$ cat src/rtl/wb_pkg.sv
// Shared types and helpers for the write-back arbiter: queued entry layout,
// the PC register index and the wrap-safe stamp age compare.
package wb_pkg;

    localparam int unsigned WB_DEPTH  = 2;
    localparam int unsigned WB_DATA_W = 32;
    localparam int unsigned WB_REG_W  = 4;
    // Wide enough to order every entry that can be outstanding at once.
    localparam int unsigned STAMP_W   = $clog2(2 * WB_DEPTH) + 1;

    localparam logic [WB_REG_W-1:0] REG_PC = WB_REG_W'(15);

    typedef struct packed {
        logic [WB_REG_W-1:0] dest;
        logic [WB_DATA_W-1:0] data;
        logic [STAMP_W-1:0]   stamp;
    } wb_entry_t;

    // True when stamp a was issued before stamp b (modular difference sign).
    function automatic logic stamp_older(input logic [STAMP_W-1:0] a,
                                         input logic [STAMP_W-1:0] b);
        logic [STAMP_W-1:0] diff;
        diff = a - b;
        return diff[STAMP_W-1];
    endfunction

endpackage

$ cat src/rtl/wb_fifo.sv
// Per-requester entry FIFO; exposes every slot and its valid bit so the
// arbiter can build the pending-write mask without extra bookkeeping.
module wb_fifo
    import wb_pkg::*;
#(
    parameter int unsigned DEPTH = WB_DEPTH
) (
    input  logic                   i_clk,
    input  logic                   i_rst_n,
    input  logic                   i_push,
    input  wb_entry_t              i_entry,
    input  logic                   i_pop,
    output wb_entry_t              o_head,
    output logic                   o_head_valid,
    output logic [$clog2(DEPTH):0] o_count,
    output logic [DEPTH-1:0]       o_slot_valid,
    output wb_entry_t              o_slots [DEPTH]
);

    localparam int unsigned PTR_W = $clog2(DEPTH);
    localparam logic [PTR_W:0] FULL_CNT = (PTR_W + 1)'(DEPTH);

    logic [PTR_W-1:0] r_wr;
    logic [PTR_W-1:0] r_rd;
    logic [PTR_W:0]   r_count;
    logic [DEPTH-1:0] r_vld;
    wb_entry_t        r_mem [DEPTH];

    logic w_push;
    logic w_pop;

    // A pop frees the slot in the same cycle, so a full FIFO can still push.
    assign w_pop  = i_pop && (r_count != '0);
    assign w_push = i_push && ((r_count != FULL_CNT) || w_pop);

    always_ff @(posedge i_clk or negedge i_rst_n) begin
        if (!i_rst_n) begin
            r_wr    <= '0;
            r_rd    <= '0;
            r_count <= '0;
            r_vld   <= '0;
            for (int unsigned i = 0; i < DEPTH; i++) begin
                r_mem[i] <= '0;
            end
        end else begin
            if (w_pop) begin
                r_rd        <= r_rd + 1'b1;
                r_vld[r_rd] <= 1'b0;
            end
            if (w_push) begin
                r_mem[r_wr] <= i_entry;
                r_wr        <= r_wr + 1'b1;
                r_vld[r_wr] <= 1'b1;
            end
            if (w_push && !w_pop) begin
                r_count <= r_count + 1'b1;
            end else if (!w_push && w_pop) begin
                r_count <= r_count - 1'b1;
            end
        end
    end

    assign o_head       = r_mem[r_rd];
    assign o_head_valid = (r_count != '0);
    assign o_count      = r_count;
    assign o_slot_valid = r_vld;
    assign o_slots      = r_mem;

endmodule

$ cat src/rtl/wb_arbiter.sv
// Shares the register-file write port between the EXE and MEM result paths,
// retiring writes in global accept order and exporting a pending-write mask.
module wb_arbiter
    import wb_pkg::*;
#(
    parameter int unsigned DEPTH  = WB_DEPTH,
    parameter int unsigned DATA_W = WB_DATA_W,
    parameter int unsigned REG_W  = WB_REG_W
) (
    input  logic                  i_clk,
    input  logic                  i_rst_n,
    input  logic                  i_req0_valid,
    output logic                  o_req0_ready,
    input  logic [REG_W-1:0]      i_req0_dest,
    input  logic [DATA_W-1:0]     i_req0_data,
    input  logic                  i_req1_valid,
    output logic                  o_req1_ready,
    input  logic [REG_W-1:0]      i_req1_dest,
    input  logic [DATA_W-1:0]     i_req1_data,
    output logic                  o_wb_en,
    output logic [REG_W-1:0]      o_wb_dest,
    output logic [DATA_W-1:0]     o_wb_data,
    output logic [2**REG_W-2:0]   o_pending,
    output logic                  o_drop_r15
);

    localparam int unsigned NUM_PEND = 2**REG_W - 1;
    localparam int unsigned CNT_W    = $clog2(DEPTH) + 1;
    localparam logic [CNT_W-1:0] FULL_CNT = CNT_W'(DEPTH);

    logic [STAMP_W-1:0] r_stamp;
    logic               r_wb_en;
    logic [REG_W-1:0]   r_wb_dest;
    logic [DATA_W-1:0]  r_wb_data;
    logic               r_drop;

    wb_entry_t          w_in0;
    wb_entry_t          w_in1;
    wb_entry_t          w_head0;
    wb_entry_t          w_head1;
    wb_entry_t          w_sel;
    wb_entry_t          w_slots0 [DEPTH];
    wb_entry_t          w_slots1 [DEPTH];
    logic [DEPTH-1:0]   w_sv0;
    logic [DEPTH-1:0]   w_sv1;
    logic [CNT_W-1:0]   w_cnt0;
    logic [CNT_W-1:0]   w_cnt1;
    logic               w_hv0;
    logic               w_hv1;
    logic               w_push0;
    logic               w_push1;
    logic               w_sel1;
    logic               w_pop0;
    logic               w_pop1;
    logic               w_any;
    logic               w_is_pc;
    logic [NUM_PEND-1:0] w_pending;

    // Ready depends only on registered occupancy, never on this cycle's valid.
    assign o_req0_ready = (w_cnt0 < FULL_CNT);
    assign o_req1_ready = (w_cnt1 < FULL_CNT);
    assign w_push0      = i_req0_valid && o_req0_ready;
    assign w_push1      = i_req1_valid && o_req1_ready;

    // A same-cycle pair is ordered requester 0 first.
    assign w_in0 = '{dest: i_req0_dest, data: i_req0_data, stamp: r_stamp};
    assign w_in1 = '{dest: i_req1_dest, data: i_req1_data,
                     stamp: r_stamp + STAMP_W'(w_push0)};

    wb_fifo #(
        .DEPTH(DEPTH)
    ) u_fifo0 (
        .i_clk       (i_clk),
        .i_rst_n     (i_rst_n),
        .i_push      (w_push0),
        .i_entry     (w_in0),
        .i_pop       (w_pop0),
        .o_head      (w_head0),
        .o_head_valid(w_hv0),
        .o_count     (w_cnt0),
        .o_slot_valid(w_sv0),
        .o_slots     (w_slots0)
    );

    wb_fifo #(
        .DEPTH(DEPTH)
    ) u_fifo1 (
        .i_clk       (i_clk),
        .i_rst_n     (i_rst_n),
        .i_push      (w_push1),
        .i_entry     (w_in1),
        .i_pop       (w_pop1),
        .o_head      (w_head1),
        .o_head_valid(w_hv1),
        .o_count     (w_cnt1),
        .o_slot_valid(w_sv1),
        .o_slots     (w_slots1)
    );

    always_comb begin
        w_sel1  = w_hv1 && (!w_hv0 || stamp_older(w_head1.stamp, w_head0.stamp));
        w_pop1  = w_sel1;
        w_pop0  = w_hv0 && !w_sel1;
        w_any   = w_hv0 || w_hv1;
        w_sel   = w_sel1 ? w_head1 : w_head0;
        w_is_pc = (w_sel.dest == REG_PC);
    end

    // PC-targeted entries drain through the output stage without a write strobe.
    always_ff @(posedge i_clk or negedge i_rst_n) begin
        if (!i_rst_n) begin
            r_stamp   <= '0;
            r_wb_en   <= 1'b0;
            r_wb_dest <= '0;
            r_wb_data <= '0;
            r_drop    <= 1'b0;
        end else begin
            r_stamp <= r_stamp + STAMP_W'(w_push0) + STAMP_W'(w_push1);
            r_wb_en <= w_any && !w_is_pc;
            r_drop  <= w_any && w_is_pc;
            if (w_any) begin
                r_wb_dest <= w_sel.dest;
                r_wb_data <= w_sel.data;
            end
        end
    end

    always_comb begin
        w_pending = '0;
        for (int unsigned r = 0; r < NUM_PEND; r++) begin
            for (int unsigned i = 0; i < DEPTH; i++) begin
                if (w_sv0[i] && (w_slots0[i].dest == REG_W'(r))) w_pending[r] = 1'b1;
                if (w_sv1[i] && (w_slots1[i].dest == REG_W'(r))) w_pending[r] = 1'b1;
            end
            if (r_wb_en && (r_wb_dest == REG_W'(r))) w_pending[r] = 1'b1;
        end
    end

    assign o_pending  = w_pending;
    assign o_wb_en    = r_wb_en;
    assign o_wb_dest  = r_wb_dest;
    assign o_wb_data  = r_wb_data;
    assign o_drop_r15 = r_drop;

endmodule

$ cat config.mk
export PLATFORM = sky130hd
export DESIGN_NAME = wb_arbiter
export DESIGN_NICKNAME = d
export VERILOG_FILES = /design/src/rtl/wb_pkg.sv /design/src/rtl/wb_fifo.sv /design/src/rtl/wb_arbiter.sv
export SDC_FILE = /design/constraint.sdc
export NUM_CORES = 1
export LEC_CHECK = 0
export ABC_CLOCK_PERIOD_IN_PS = 3200
export CAP_MARGIN = 5
export CORE_MARGIN = 4
export CORE_UTILIZATION = 25
export CTS_CLUSTER_DIAMETER = 200
export DETAILED_ROUTE_END_ITERATION = 12
export GPL_TIMING_DRIVEN = 0
export PLACE_DENSITY_LB_ADDON = 0.3
export SLEW_MARGIN = 20
export SYNTH_ARGS = -nofsm -noshare
export SYNTH_HDL_FRONTEND = slang
export SYNTH_SLANG_ARGS = --single-unit
$ cat constraint.sdc
create_clock -name i_clk -period 3.2 [get_ports i_clk]
set_input_delay 0.64 -clock i_clk [delete_from_list [all_inputs] [get_ports i_clk]]
set_output_delay 0.64 -clock i_clk [all_outputs]
set_load 0.01 [all_outputs]
==> summary.md, run 1 <==
| Metric | Value |
|---|---|
| Status | `finished clean` |
| Dpl cell area | `0.0122 mm2` |
| GRT overflow | `0` |
| Area grow syn2layout | `28.1%` |
| CTS tree | `built` |
| Clock Skew | `13.1 ps` |
| DR WL/cell | `19.7 um` |
| Detailed Routing Iterations Pass 1 | `5` |
| Register Area | `0.00524 mm2` |
| Routed WL | `30.2 mm` |
| Detailed Place HPWL | `21.7 mm` |
| Pleak | `0.00536 uW` |
| Max cap viols | `0` |
| Req. time, crit path | `2560 ps` |
| First-pass GRT wire length | `46.4 mm` |
| Critical Path Source Type | `flip-flop` |
| Vias in the first global route | `7438` |
| Area of the core | `0.0400 mm2` |
| Area of the multi-input gates | `0.00464 mm2` |
| Fillers | `4040` |
| Worst hold path type | `primary input to asynchronous set/reset pin` |
| Pwr/cell area | `1290 mW/mm2` |
| Vias per cell | `4.69` |
| Async S/R FF share, synth | `100%` |
| Number of CTS-inserted buffers | `26` |
| Root Buffer Master | `clkbuf_16` |
| Min cycle time layout | `3150 ps` |
| Nets | `1074` |
| Fin area | `0.0130 mm2` |
| Cts hold-fix bufs | `0` |
| Seq/Total Area, Yosys | `51.4%` |
| Slew headroom | `33.8%` |
| Peak VDD IR | `0.622 mV` |
| Synth Flop Type | `dfrtp_1` |
| Initial DRC count | `355` |
| Max Fanout on Critical Path | `6` |
| Crit path DAT | `2510 ps` |
| RSZ-0062 raised after global routing | `no` |
| Post-CTS Setup Repair Bufs | `0` |
| Netlist Area Pre-Place | `0.0102 mm2` |
| FP Rows | `73` |
| Total nets after synthesis | `922` |
| IO Pins | `131` |
| Final hold viol count | `0` |
| Final setup TNS | `0 ps` |
| Final Max Tran Viols | `0` |
| Synth Register Bits | `209` |
| Die W | `210 um` |
| Syn Area/Cell | `12.1 um2` |
| Clock Pin Slew Worst Setup and Hold Paths | `60 ps` |
| Largest net degree at the start of global routing | `92` |
| Full die area | `0.0440 mm2` |
| Gr usage total | `13.4%` |
| Design Power | `16900 uW` |
| DRT antenna net count | `0` |
| Library cells used by synthesis | `55` |
| Crit Path Category | `flip-flop to primary output` |
| Clock Tree Buf Depth | `3` |
| Fin Hold WS | `9.67 ps` |
| Synthesized instance count | `839` |
| Period utilization | `98.4%` |
| Sink Count | `209` |
| Synthesis Warnings | `0` |
| Gpl congestion | `0.841` |
| Layout cells sized above 1 | `25.7%` |
| Commonest non-fill, non-tap cell in the layout | `dfrtp_1` |
| Initial core utilization | `25.4%` |
| CP Capture Type | `primary output` |
| Worst slew pin tran | `994 ps` |
| IO buf count | `130` |
| DRC violations left | `0` |
| Max frequency | `318 MHz` |
| H-Tree Depth | `1` |
| Via count | `7183` |
| Die Y-Extent | `210 um` |
| Antenna violations before repair | `2` |
| Worst skew pair latency | `530 ps` |
| Most frequent cells in the layout | `dfrtp_1 (205), mux2_2 (157), clkdlybuf4s50_1 (129)` |
| Final setup violating endpoints | `0` |
| EDFF count, synth | `0` |
metrics by stage:
step / std cells / worst slack, ps / util, %
floorplan: 839 / 351 / -
global placement: 1494 / -7730 / 30.3
detailed placement: 1496 / -277 / 30.5
CTS: 1534 / 6.12 / 32.6
global route: 1533 / 4.27 / 32.6
finish: 1533 / 50.5 / 32.6
flip-flops by register name, indices dropped and copies added, names as in the netlist:
register / cells
u_fifo1.r_rd: 1
r_stamp: 3
u_fifo1.o_slots: 78
u_fifo0.o_slots: 78
u_fifo0.o_count: 2
o_wb_en: 1
o_drop_r15: 1
o_wb_dest: 4
u_fifo1.o_slot_valid: 2
u_fifo0.o_slot_valid: 2
u_fifo0.r_rd: 1
u_fifo1.o_count: 2
o_wb_data: 32
u_fifo1.r_wr: 1
u_fifo0.r_wr: 1
synthesized netlist by cell type (6+ instances only):
cell,instances,area share [%]
nand3_1,13,0.64
clkbuf_1,33,1.2
nor3_1,13,0.64
a221oi_2,30,4.4
mux2_2,157,17
dfrtp_1,209,51
xnor2_1,7,0.60
nand2b_1,7,0.43
a221oi_1,8,0.69
nand2_1,31,1.1
ha_1,7,0.86
buf_1,8,0.30
nand3b_1,6,0.44
nor2_1,93,3.4
nor2b_1,13,0.80
buf_2,9,0.44
a21oi_1,41,2.0
inv_1,12,0.44
mux2i_1,71,7.0
critical path, cell delays in order, from the launching register on:
cell,delay [ps]
dfrtp_1,430
or3b_2,550
nor3_1,250
a211oi_1,130
nand2_1,90
clkdlybuf4s50_1,540
layer usage:
metal	vias up	global-route usage (%)	part of all wire [%]
li1	3331	-	-
met1	3653	18.6	46
met2	161	22.1	47
met3	38	2.17	4.5
met4	0	3.44	1.8
met5	-	0	0
cell families after synthesis:
group,Yosys count,synth area share (%)
multiplexers,231,24.9
flip-flops,209,51.4
AND/OR/NAND/NOR,192,8.64
adder cells (fa/ha/maj),7,0.861
AO/OA/AOI/OAI,119,10.1
buffers and inverters,69,3.10
XOR/XNOR,12,1.03
power breakdown:
group	total (uW)	internal, uW	switching, uW
combinational	8860	4250	4610
clock	2930	1820	1100
sequential	5090	4110	981
final cells by class:
class                           instances  area share (%)
Clock inverter                          3           0.518
Antenna cell                            2          0.0384
Timing Repair Buffer                  132            10.4
Inverter                               12           0.346
Buffer                                 49            1.87
Clock buffer                           40            6.02
Multi-Input combinational cell        561            35.6
Tap cell                              525            5.04
Sequential cell                       209            40.2
final timing paths:
path / cells past startpoint / slack (ps) / startpoint / endpoint
hold reg to reg: 1 / 490 / u_fifo0.r_wr / u_fifo0.r_wr
min in group i_clk: 1 / 490 / u_fifo0.r_wr / u_fifo0.r_wr
setup / recovery: 5 / 50 / u_fifo1.o_slots[76] / o_pending[0]
hold / removal: 1 / 10 / i_rst_n / u_fifo0.o_slots[75]
setup reg to reg: 13 / 230 / u_fifo1.r_rd / u_fifo0.o_count[1]
max in group asynchronous: 2 / 2380 / i_rst_n / u_fifo1.o_slots[5]
repair_timing:
item	in CTS	in global routing
resized for setup	1	11
endpoints found under the hold margin	0	0
setup endpoints to repair	39	9
Note: power is estimated with default switching activity, not from simulation.
==> inputs of run 2 (changes only) <==
- CAP_MARGIN: 5 -> 20
==> results of run 2 <==
The final DEF is identical to that of run 1; final timing and power are the same.
==> inputs of run 3 (changes only) <==
- SKIP_CTS_REPAIR_TIMING: not set -> 1
==> summary.md, run 3 (same netlist as run 1, synthesis figures left out) <==
| Metric | Value |
|---|---|
| Status | `finished clean` |
| Nets | `1074` |
| Final worst setup slack | `67.3 ps` |
| First-pass GRT wire length | `46.5 mm` |
| End of the critical path | `o_pending[0]` |
| Die W | `210 um` |
| Worst skew pair latency | `530 ps` |
| IO Pins | `131` |
| Grt peak-use layer | `met2` |
| Vias in the first global route | `7461` |
| Crit path DAT | `2490 ps` |
| Register Area | `0.00524 mm2` |
| Number of CTS-inserted buffers | `26` |
| Area of the core | `0.0400 mm2` |
| Worst hold path type | `primary input to asynchronous set/reset pin` |
| Pwr/cell area | `1290 mW/mm2` |
| Initial DRC count | `327` |
| Met1 usage | `18.7%` |
| DRT antenna net count | `0` |
| GRT overflow | `0` |
| Critical Path Source Type | `flip-flop` |
| Req. time, crit path | `2560 ps` |
| Initial core utilization | `25.4%` |
| Max Fanout on Critical Path | `6` |
| H-Tree Depth | `1` |
| Reg2reg path depth | `13` |
| Worst reg2reg path endpoint | `u_fifo0.o_count[1]` |
| Max incr delay on CP | `560 ps` |
| Area of the multi-input gates | `0.00465 mm2` |
| Most frequent cells in the layout | `dfrtp_1 (205), mux2_2 (157), clkdlybuf4s50_1 (129)` |
| Final Max Tran Viols | `0` |
| Final setup violating endpoints | `0` |
| DRC violations left | `0` |
| Period utilization | `97.9%` |
| Routed WL | `30.2 mm` |
| IO buf count | `130` |
| Final hold viol count | `0` |
| Area grow syn2layout | `28.2%` |
| Gr usage total | `13.5%` |
| Die Y-Extent | `210 um` |
| Dpl cell area | `0.0122 mm2` |
| CP Depth | `5` |
| Met2 global-route usage | `22.1%` |
| Worst reg2reg startpoint | `u_fifo1.r_rd` |
| Full die area | `0.0440 mm2` |
| Max frequency | `319 MHz` |
| Worst path bufs/invs | `1` |
| Antenna violations before repair | `2` |
| Min cycle time layout | `3130 ps` |
| CTS tree | `built` |
| Crit Path Category | `flip-flop to primary output` |
| Commonest non-fill, non-tap cell in the layout | `dfrtp_1` |
| Pre-CTS WS | `-277 ps` |
| Via count | `7194` |
| FP Rows | `73` |
| Core Util, Final | `32.6%` |
| Crit path max-delay family | `simple AND/OR/NAND/NOR gates` |
| Slew headroom | `33.8%` |
| Clock Tree Buf Depth | `3` |
| Fin area | `0.0130 mm2` |
| Clock Pin Slew Worst Setup and Hold Paths | `60 ps` |
| Fin Hold WS | `10.1 ps` |
| CP max stage cell | `or3b_2` |
| Vias per cell | `4.69` |
| Final setup TNS | `0 ps` |
| Pleak | `0.00536 uW` |
| RSZ-0062 raised after global routing | `no` |
| Met3 Usage GRT | `2.17%` |
| Clock Skew | `12.8 ps` |
| R2R Setup Slk | `180 ps` |
| Max cap viols | `0` |
| Peak VDD IR | `0.624 mV` |
| Detailed Place HPWL | `21.7 mm` |
| Layout cells sized above 1 | `25.8%` |
| Crit path from | `u_fifo1.o_slots[76]` |
| Largest net degree at the start of global routing | `92` |
| Worst slew pin tran | `993 ps` |
| Root Buffer Master | `clkbuf_16` |
| Sink Count | `209` |
| Cell breakdown of the critical path | `or3b_2 > nor3_1 > a211oi_1 > nand2_1 > clkdlybuf4s50_1` |
| DR WL/cell | `19.7 um` |
| Gpl congestion | `0.841` |
| CP Capture Type | `primary output` |
| Fillers | `4040` |
| Detailed Routing Iterations Pass 1 | `5` |
-- run 3: cell types whose count changed in the layout (fill, tap and decap cells not counted), sizes merged --
cell    change
buf         -1
clkbuf      +1
-- run 3: routing by layer --
| metal | vias up | wire (um) |
|---|---|---|
| met5 | - | 0 |
| met4 | 0 | 565 |
| met3 | 39 | 1370 |
| met2 | 167 | 14300 |
| met1 | 3656 | 14000 |
| li1 | 3332 | - |
-- run 3: worst min-delay path by stage --
stage | start | end | slack (ps) | cells past startpoint
2_1_floorplan | i_rst_n | o_drop_r15 | 340 | 0
6_report | i_rst_n | u_fifo0.o_slots[75] | 10 | 1
3_3_place_gp | u_fifo0.r_wr | u_fifo0.r_wr | 480 | 1
4_1_cts | i_rst_n | u_fifo0.o_slots[75] | 6 | 1
5_1_grt | i_rst_n | u_fifo0.o_slots[75] | 30 | 1
3_5_place_dp | u_fifo1.r_wr | u_fifo1.r_wr | 480 | 1
-- run 3: stage by stage --
step / total power, uW / cells
global route: 18100 / 1533
CTS: 17200 / 1539
detailed placement: 14100 / 1496
global placement: 14000 / 1494
finish: 16900 / 1533
floorplan: 11100 / 839
-- run 3: worst reg2reg max path, stage by stage, from the launching register on --
cell and delay [ps]:
dfrtp_1 330, buf_6 230, clkbuf_4 320, mux2_2 380, ha_1 310, o21a_1 140
o211ai_2 180, and3_1 190, buf_6 180, inv_1 90, ha_1 210, xor2_1 140
nor2_1 110, xnor2_1 130
-- run 3: layout make-up --
cell class	count	share of cell area [%]
Multi-Input combinational cell	561	35.6
Antenna cell	2	0.0384
Tap cell	525	5.04
Inverter	12	0.345
Buffer	49	1.87
Timing Repair Buffer	132	10.4
Clock buffer	40	6.01
Clock inverter	3	0.518
Sequential cell	209	40.1
-- run 3: power breakdown --
part / internal (uW) / switching [uW]
logic: 4250 / 4620
registers: 4110 / 984
clock network: 1820 / 1100
total: 10200 / 6700
